<file path="src/rtl/pwm_duty_ramp_controller.sv">
// pwm_duty_ramp_controller
// Ramps the 2-bit duty_cycle of a 4-phase PWM generator toward a commanded
// target, one step per HOLD_PERIODS PWM periods. Steps are applied only on
// period boundaries (phase == 3), so the generator first uses a new duty at
// phase 0 and never emits a truncated pulse.
//
// Ports:
//   clk           system clock, shared with the PWM generator
//   reset         asynchronous active-high reset, shared with the generator
//   cmd_valid     a target duty is offered
//   cmd_duty      target duty (0..3 = 0/25/50/75 %)
//   cmd_ready     command can be accepted (idle and not stopped)
//   stop          synchronous abort; freezes the ramp at the current duty
//   duty_cycle    registered duty to the generator
//   period_start  high while the internal phase is 0
//   busy          high while ramping
//   done          one-cycle pulse when the target duty has been reached
//
// state  | meaning
// S_IDLE | waiting for a command; duty_cycle held
// S_RAMP | stepping duty_cycle toward target on period boundaries
module pwm_duty_ramp_controller #(
  parameter int HOLD_PERIODS = 2
) (
  input  logic       clk,
  input  logic       reset,
  input  logic       cmd_valid,
  input  logic [1:0] cmd_duty,
  output logic       cmd_ready,
  input  logic       stop,
  output logic [1:0] duty_cycle,
  output logic       period_start,
  output logic       busy,
  output logic       done
);

  typedef enum logic {S_IDLE, S_RAMP} state_t;

  localparam logic [7:0] HOLD_LAST = 8'(HOLD_PERIODS - 1);

  state_t     state, state_nxt;
  logic [1:0] phase;
  logic [1:0] target;
  logic [7:0] hold_cnt;
  logic       boundary;
  logic       accept;
  logic       ramp_edge;
  logic       step_now;
  logic [1:0] duty_stepped;

  // phase mirrors the generator's period counter: same reset, same increment
  assign boundary     = (phase == 2'd3);
  assign accept       = cmd_valid & cmd_ready;
  // stop wins over a boundary that lands on the same edge
  assign ramp_edge    = (state == S_RAMP) & ~stop & boundary;
  assign step_now     = ramp_edge & (hold_cnt == HOLD_LAST);
  // only meaningful while target != duty_cycle, which RAMP guarantees
  assign duty_stepped = (target > duty_cycle) ? duty_cycle + 2'd1 : duty_cycle - 2'd1;
  assign period_start = (phase == 2'd0);

  always_ff @(posedge clk or posedge reset) begin
    if (reset) state <= S_IDLE;
    else       state <= state_nxt;
  end

  always_comb begin
    state_nxt = state;
    case (state)
      S_IDLE: if (accept && (cmd_duty != duty_cycle)) state_nxt = S_RAMP;
      S_RAMP: begin
        if (stop)                                     state_nxt = S_IDLE;
        else if (step_now && (duty_stepped == target)) state_nxt = S_IDLE;
      end
      default: state_nxt = S_IDLE;
    endcase
  end

  always_comb begin
    cmd_ready = 1'b0;
    busy      = 1'b0;
    case (state)
      S_IDLE: cmd_ready = ~stop;
      S_RAMP: busy      = 1'b1;
      default: ;
    endcase
  end

  always_ff @(posedge clk or posedge reset) begin
    if (reset) begin
      phase      <= 2'd0;
      duty_cycle <= 2'd0;
      target     <= 2'd0;
      hold_cnt   <= 8'd0;
      done       <= 1'b0;
    end else begin
      phase <= phase + 2'd1;
      done  <= 1'b0;
      if (accept) begin
        target   <= cmd_duty;
        hold_cnt <= 8'd0;
        if (cmd_duty == duty_cycle) done <= 1'b1;
      end else if (ramp_edge) begin
        if (step_now) begin
          duty_cycle <= duty_stepped;
          hold_cnt   <= 8'd0;
          if (duty_stepped == target) done <= 1'b1;
        end else begin
          hold_cnt <= hold_cnt + 8'd1;
        end
      end
    end
  end

endmodule
</file>
<file path="config.mk">
export PLATFORM = sky130hd
export DESIGN_NAME = pwm_duty_ramp_controller
export DESIGN_NICKNAME = d
export VERILOG_FILES = /design/src/rtl/pwm_duty_ramp_controller.sv
export SDC_FILE = /design/constraint.sdc
export NUM_CORES = 1
export LEC_CHECK = 0
export CAP_MARGIN = 15
export CORE_MARGIN = 1
export CORE_UTILIZATION = 40
export CTS_CLUSTER_DIAMETER = 200
export CTS_CLUSTER_SIZE = 20
export DETAILED_ROUTE_END_ITERATION = 6
export SLEW_MARGIN = 25
export SYNTH_ARGS = -nofsm -noshare
export SYNTH_HDL_FRONTEND = slang
export SYNTH_SLANG_ARGS = --single-unit
</file>
<file path="constraint.sdc">
create_clock -name clk -period 1.9 [get_ports clk]
set_input_delay 0.38 -clock clk [delete_from_list [all_inputs] [get_ports clk]]
set_output_delay 0.38 -clock clk [all_outputs]
set_load 0.05 [all_outputs]
</file>
# --- After elaboration in Yosys (flattened, before gate mapping) ---
# Index checks and enable logic that the tools add are counted.
totals:
  ff_bits: 16
  wordCells: 43
  mem_count: 0
  rom_bits: 0
  output_inout_bits: 6
  latch_bits: 0
  ram_bits: 0
  in_bits: 6
classes:
  n_mux: 15
  addsub: 4
  div: 0
  n_eq_ne: 5
  n_mul: 0
  shifts: 0
  n_bitwise: 7
  reduce_logical: 5
  magnitude_cmp: 1
ops:
  columns: ["cell", "count"]
  rows:
  - ["8-bit 2-to-1 mux", 3]
  - ["1-bit 2-to-1 mux", 10]
  - ["8-bit by 1-bit adder with 8-bit output (second input constant)", 1]
  - ["8-bit by 1-bit equality test with 1-bit output (second input constant)", 1]
  - ["2-bit by 1-bit adder with 2-bit output (second input constant)", 2]
  - ["1-bit AND", 4]
  - ["2-bit equality test", 2]
  - ["1-bit NOT", 3]
  - ["3-bit AND reduction", 1]
  - ["2-bit equality test (second input constant)", 1]
  - ["2-bit greater-than comparator", 1]
  - ["1-bit logical AND", 2]
  - ["2-bit zero test", 1]
  - ["2-bit 2-to-1 mux", 1]
  - ["2-bit inequality test", 1]
  - ["1-bit case mux with 2 select lines", 1]
  - ["2-bit nonzero test", 1]
  - ["2-bit by 1-bit subtractor with 2-bit output (second input constant)", 1]

# --- Depth between registers and ports, before layout ---
# Gate-level depths: netlist of run 1.
logic_depth:
  depth_word: 8
  depth_mapped: 8
  depth_no_buf: 7

# --- Worst setup path before layout of run 1 ---
# Ideal clock, no wire load.
synth_path:
  path_kind: "register to register"
  start: "register state"
  end: "register hold_cnt[4]"
  path_slack_ns: -0.298
  synth_period_minus_slack_ns: 2.198
  required_ns: 1.774
  arrival_ns: 2.072
  path_stages_with_launch: 7
  setup_time_ns: 0.126
  path_buffers: 1
  cell_sequence: "dfrtp_1 > nor2_1 > and2_1 > clkbuf_1 > a21oi_1 > o21ai_1 > o31ai_1"
synth_via:
  word_cells_on_any_way: 9
  cone_classes: "mux: 4; bitwise: 4; reduce/logical: 1"
synth_lines:
  columns: ["element", "line", "source"]
  rows:
  - ["from (decl)", "41", "state_t state, state_nxt;"]
  - ["from (signal assigned)", "63", "else state <= state_nxt;"]
  - ["1-bit 2-to-1 mux *", "81", "case (state)"]
  - ["named net cmd_ready", "29", "output logic cmd_ready,"]
  - ["1-bit AND *", "53", "assign accept = cmd_valid & cmd_ready;"]
  - ["8-bit 2-to-1 mux or 2-bit nonzero test (tied branches)", null, null]
  - ["to (signal assigned)", "108", "hold_cnt <= hold_cnt + 8'd1;"]
  - ["to (decl)", "44", "logic [7:0] hold_cnt;"]
# Mark *: on every way through the listed nets, which the timed path passes. The rest lies on a longest branch. The select of a mux whose other input is x is not followed.
# A chain may end at the register's enable or synchronous reset.

# --- Final worst setup path of run 1 ---
layout_path:
  start: "register done"
  end: "output done"
layout_lines:
  columns: ["element", "line", "source"]
  rows:
  - ["from (decl)", "34", "output logic done"]
  - ["from (signal assigned)", "94", "done <= 1'b0;"]
  - ["from (signal assigned)", "97", "done <= 1'b0;"]
  - ["from (signal assigned)", "101", "if (cmd_duty == duty_cycle) done <= 1'b1;"]
# No word-level cell between the ends.

==> results.md, run 1 <==
- Outcome: complete, no violations
- Slew HR: 0.611
- Peak Freq: 552 MHz
- Top-level port count: 12
- Crit-path max FO: 1
- Yosys warns: 0
- Final worst path period share: 0.953
- Pwr/cell area: 868 nW/um^2
- Port buffer count: 11
- Cts hold-fix bufs: 0
- Critical Path End Type: output port
- Core Box Area: 2040 sq um
- Post-Synthesis Net Count: 105
- Worst setup SP type: flip-flop
- Worst-case reg-to-reg path depth: 7
- CTS sink cnt: 16
- Async SR Flop Fraction: 1.00
- Cells after Synth: 93
- Layout cell share with drive strength beyond 1: 0.174
- Synth top area share: 0.445
- Ys flop type: dfrtp_1
- CTS Buf Count: 3
- Most instantiated cells after synthesis: dfrtp_1, nand2_1, o21ai_1
- Die Area: 2440 sq um
- Clock latency on the worst-skew pair: 290 ps
- Setup-failing EPs final: 0
- Library cells used by synthesis: 26
- VDD IR max: 0.564 mV
- CTS tree: done
- Yosys reg bits: 16
- Hold Vio Cnt, Final: 0
- Post-CTS sizing: 0
- Slowest CP cell: clkdlybuf4s50_1
- Total wire length: 1.65 mm
- Clk buf depth: 2
- Leak: 0.486 nW
- Synthesis-to-finish area growth: 23.1%
- Fin Clk Skew: 4.65 ps
- Delay-heaviest family, CP: buffers and inverters
- Antenna cells: 0
- Rows: 16
- Largest cells by area after synthesis: dfrtp_1, ha_1, xnor2_1
- Clock slew at reported path FFs: 100 ps
- Max-slew violation count: 0
- Reg2reg setup slack: 100 ps
- DRC viols: 0
- Mapped Area: 900 sq um
- R2r endpoint: state
- Actual slew at the worst max-slew pin: 583 ps
- RSZ-0062 raised after global routing: false
- Pin count of the biggest net entering global routing: 17
- Die height: 49.4 um
- DR pass1 iterations: 4
- Starting Density: 0.441
- Min cycle time layout: 1810 ps
- RD Place Congestion: 0.737
- Wire per inst: 12.1 um
- Number of nets in the layout: 122
- Post-CTS Repair Setup Buffers: 0
- GRT overflow: 0
- Top-count cell post-synth: dfrtp_1
- Post-DP HPWL: 1.29 mm
- Vias in the first global route: 675
- Hold slack final: 436 ps
- Total chip power: 962 uW
- Critical R2R Launch: hold_cnt[1]
- Root Driver: clkbuf_4
- Cell taking the most area after synthesis: dfrtp_1
- Max Cap Viol: 0
- Slowest cell delay on critical path: 800 ps
- First-pass GRT wire length: 2.90 mm
- Worst-path cell chain: clkdlybuf4s50_1
- Bufs and invs on worst path: 1
- Mapped Avg Cell Area: 9.67 sq um
- CTS H-tree lvls: 1
- Iteration-0 DRC Markers: 5
- DR vias/cell: 4.76
- Worst path required time: 1520 ps
- Worst EP arrival: 1430 ps
- Initial antenna violation count: 0
- Sequential share of the synthesized area: 0.445
- GRT Resource Usage Total: 0.159
- Die width: 49.4 um
- Routed Antenna Nets: 0
- Vias: 648
- EDFF count, synth: 0
- WS Path Type: flip-flop to output port
- Hold crit path type: input pin to asynchronous set/reset pin
## sequential cells by signal (all words and copies together), names as in the netlist
register and flops:
done 1, state 1, hold_cnt 8, duty_cycle 2, phase 2, target 2
## per-stage QoR
stage                      util  worst slack [ps]  setup TNS [ps]  cell area (sq um)  cells
after global placement    0.518             -19.3           -22.7               1060    132
after detailed placement  0.518             -56.2            -230               1060    132
after CTS                 0.536              70.5               0               1090    136
after global routing      0.542              3.85               0               1110    136
final                     0.542              88.4               0               1110    136
after floorplan               -              31.0               0                907     93
## kinds of logic (layout without fill, tap and decap cells)
| family | after synthesis | count (layout) | share of synthesized area |
|---|---|---|---|
| AOI/OAI and AO/OA | 19 | 19 | 0.129 |
| xor gates and xnor gates | 10 | 10 | 0.0974 |
| adders and majority gates | 6 | 6 | 0.0834 |
| DFF | 16 | 16 | 0.445 |
| buffers and inverters | 8 | 24 | 0.0417 |
| muxes | 1 | 1 | 0.0125 |
| and+or+nand+nor | 33 | 33 | 0.191 |
## layer usage
metal	wire, um	track usage	share of wire
met1	787	0.190	0.48
met5	0	0	0
met2	830	0.269	0.50
met4	0	0.0714	0
met3	32	0.0374	0.019
## placed cells by master (no fill, tap or decap)
| cell type | netlist | layout |
|---|---|---|
| or3_1 | 1 | 1 |
| clkbuf_8 | 0 | 1 |
| nand3_2 | 1 | 1 |
| nand2b_1 | 2 | 2 |
| nand2_1 | 10 | 10 |
| mux2_2 | 1 | 1 |
| nand3b_1 | 1 | 1 |
| a21oi_1 | 1 | 1 |
| o21bai_4 | 0 | 1 |
| buf_12 | 0 | 1 |
| or4b_4 | 1 | 1 |
| clkdlybuf4s50_1 | 0 | 6 |
| nor2b_1 | 4 | 4 |
| o31ai_2 | 1 | 1 |
| and2_1 | 1 | 1 |
| o21ai_1 | 10 | 10 |
| ha_1 | 6 | 6 |
| o31ai_1 | 3 | 3 |
| inv_1 | 6 | 6 |
| o21ai_0 | 3 | 3 |
| dfrtp_1 | 16 | 16 |
| clkbuf_4 | 0 | 3 |
| buf_4 | 0 | 7 |
| nor2_4 | 0 | 2 |
| and3_1 | 1 | 1 |
| xnor2_1 | 8 | 8 |
| nand3_1 | 2 | 2 |
| nor2_1 | 8 | 7 |
| xor2_1 | 2 | 2 |
## report_power, final
| group | switching, mW | internal [mW] |
|---|---|---|
| logic | 0.190 | 0.142 |
| clock network | 0.116 | 0.117 |
| registers | 0.0298 | 0.367 |
## worst max path at each step
| stage | startpoint | end | slack, ps | depth (start not counted) |
|---|---|---|---|---|
| after floorplan | duty_cycle[1] | duty_cycle[1] | 30 | 7 |
| after global placement | stop | hold_cnt[5] | -20 | 6 |
| after detailed placement | stop | hold_cnt[2] | -60 | 6 |
| after CTS | done | done | 70 | 1 |
| after global routing | hold_cnt[1] | state | 4 | 7 |
| final | done | done | 90 | 1 |
## final cells by class
type / count / area [sq um]
multi-input cells: 69 / 482
flip-flops and latches: 16 / 400
inverters: 6 / 22.5
well taps: 27 / 33.8
fillers: 202 / 935
clock buffers: 4 / 36.3
repair buffers: 14 / 133
Note: power is estimated with default switching activity, not from simulation.
==> run 2: changes to the inputs <==
--- a/config.mk
+++ b/config.mk
@@ -6,11 +6,11 @@
 export NUM_CORES = 1
 export LEC_CHECK = 0
 export CAP_MARGIN = 15
-export CORE_MARGIN = 1
 export CORE_UTILIZATION = 40
 export CTS_CLUSTER_DIAMETER = 200
 export CTS_CLUSTER_SIZE = 20
 export DETAILED_ROUTE_END_ITERATION = 6
+export HOLD_SLACK_MARGIN = 0.03
 export SLEW_MARGIN = 25
 export SYNTH_ARGS = -nofsm -noshare
 export SYNTH_HDL_FRONTEND = slang
==> results of run 2 <==
No change in the layout: final DEF, timing and power equal those of run 1.
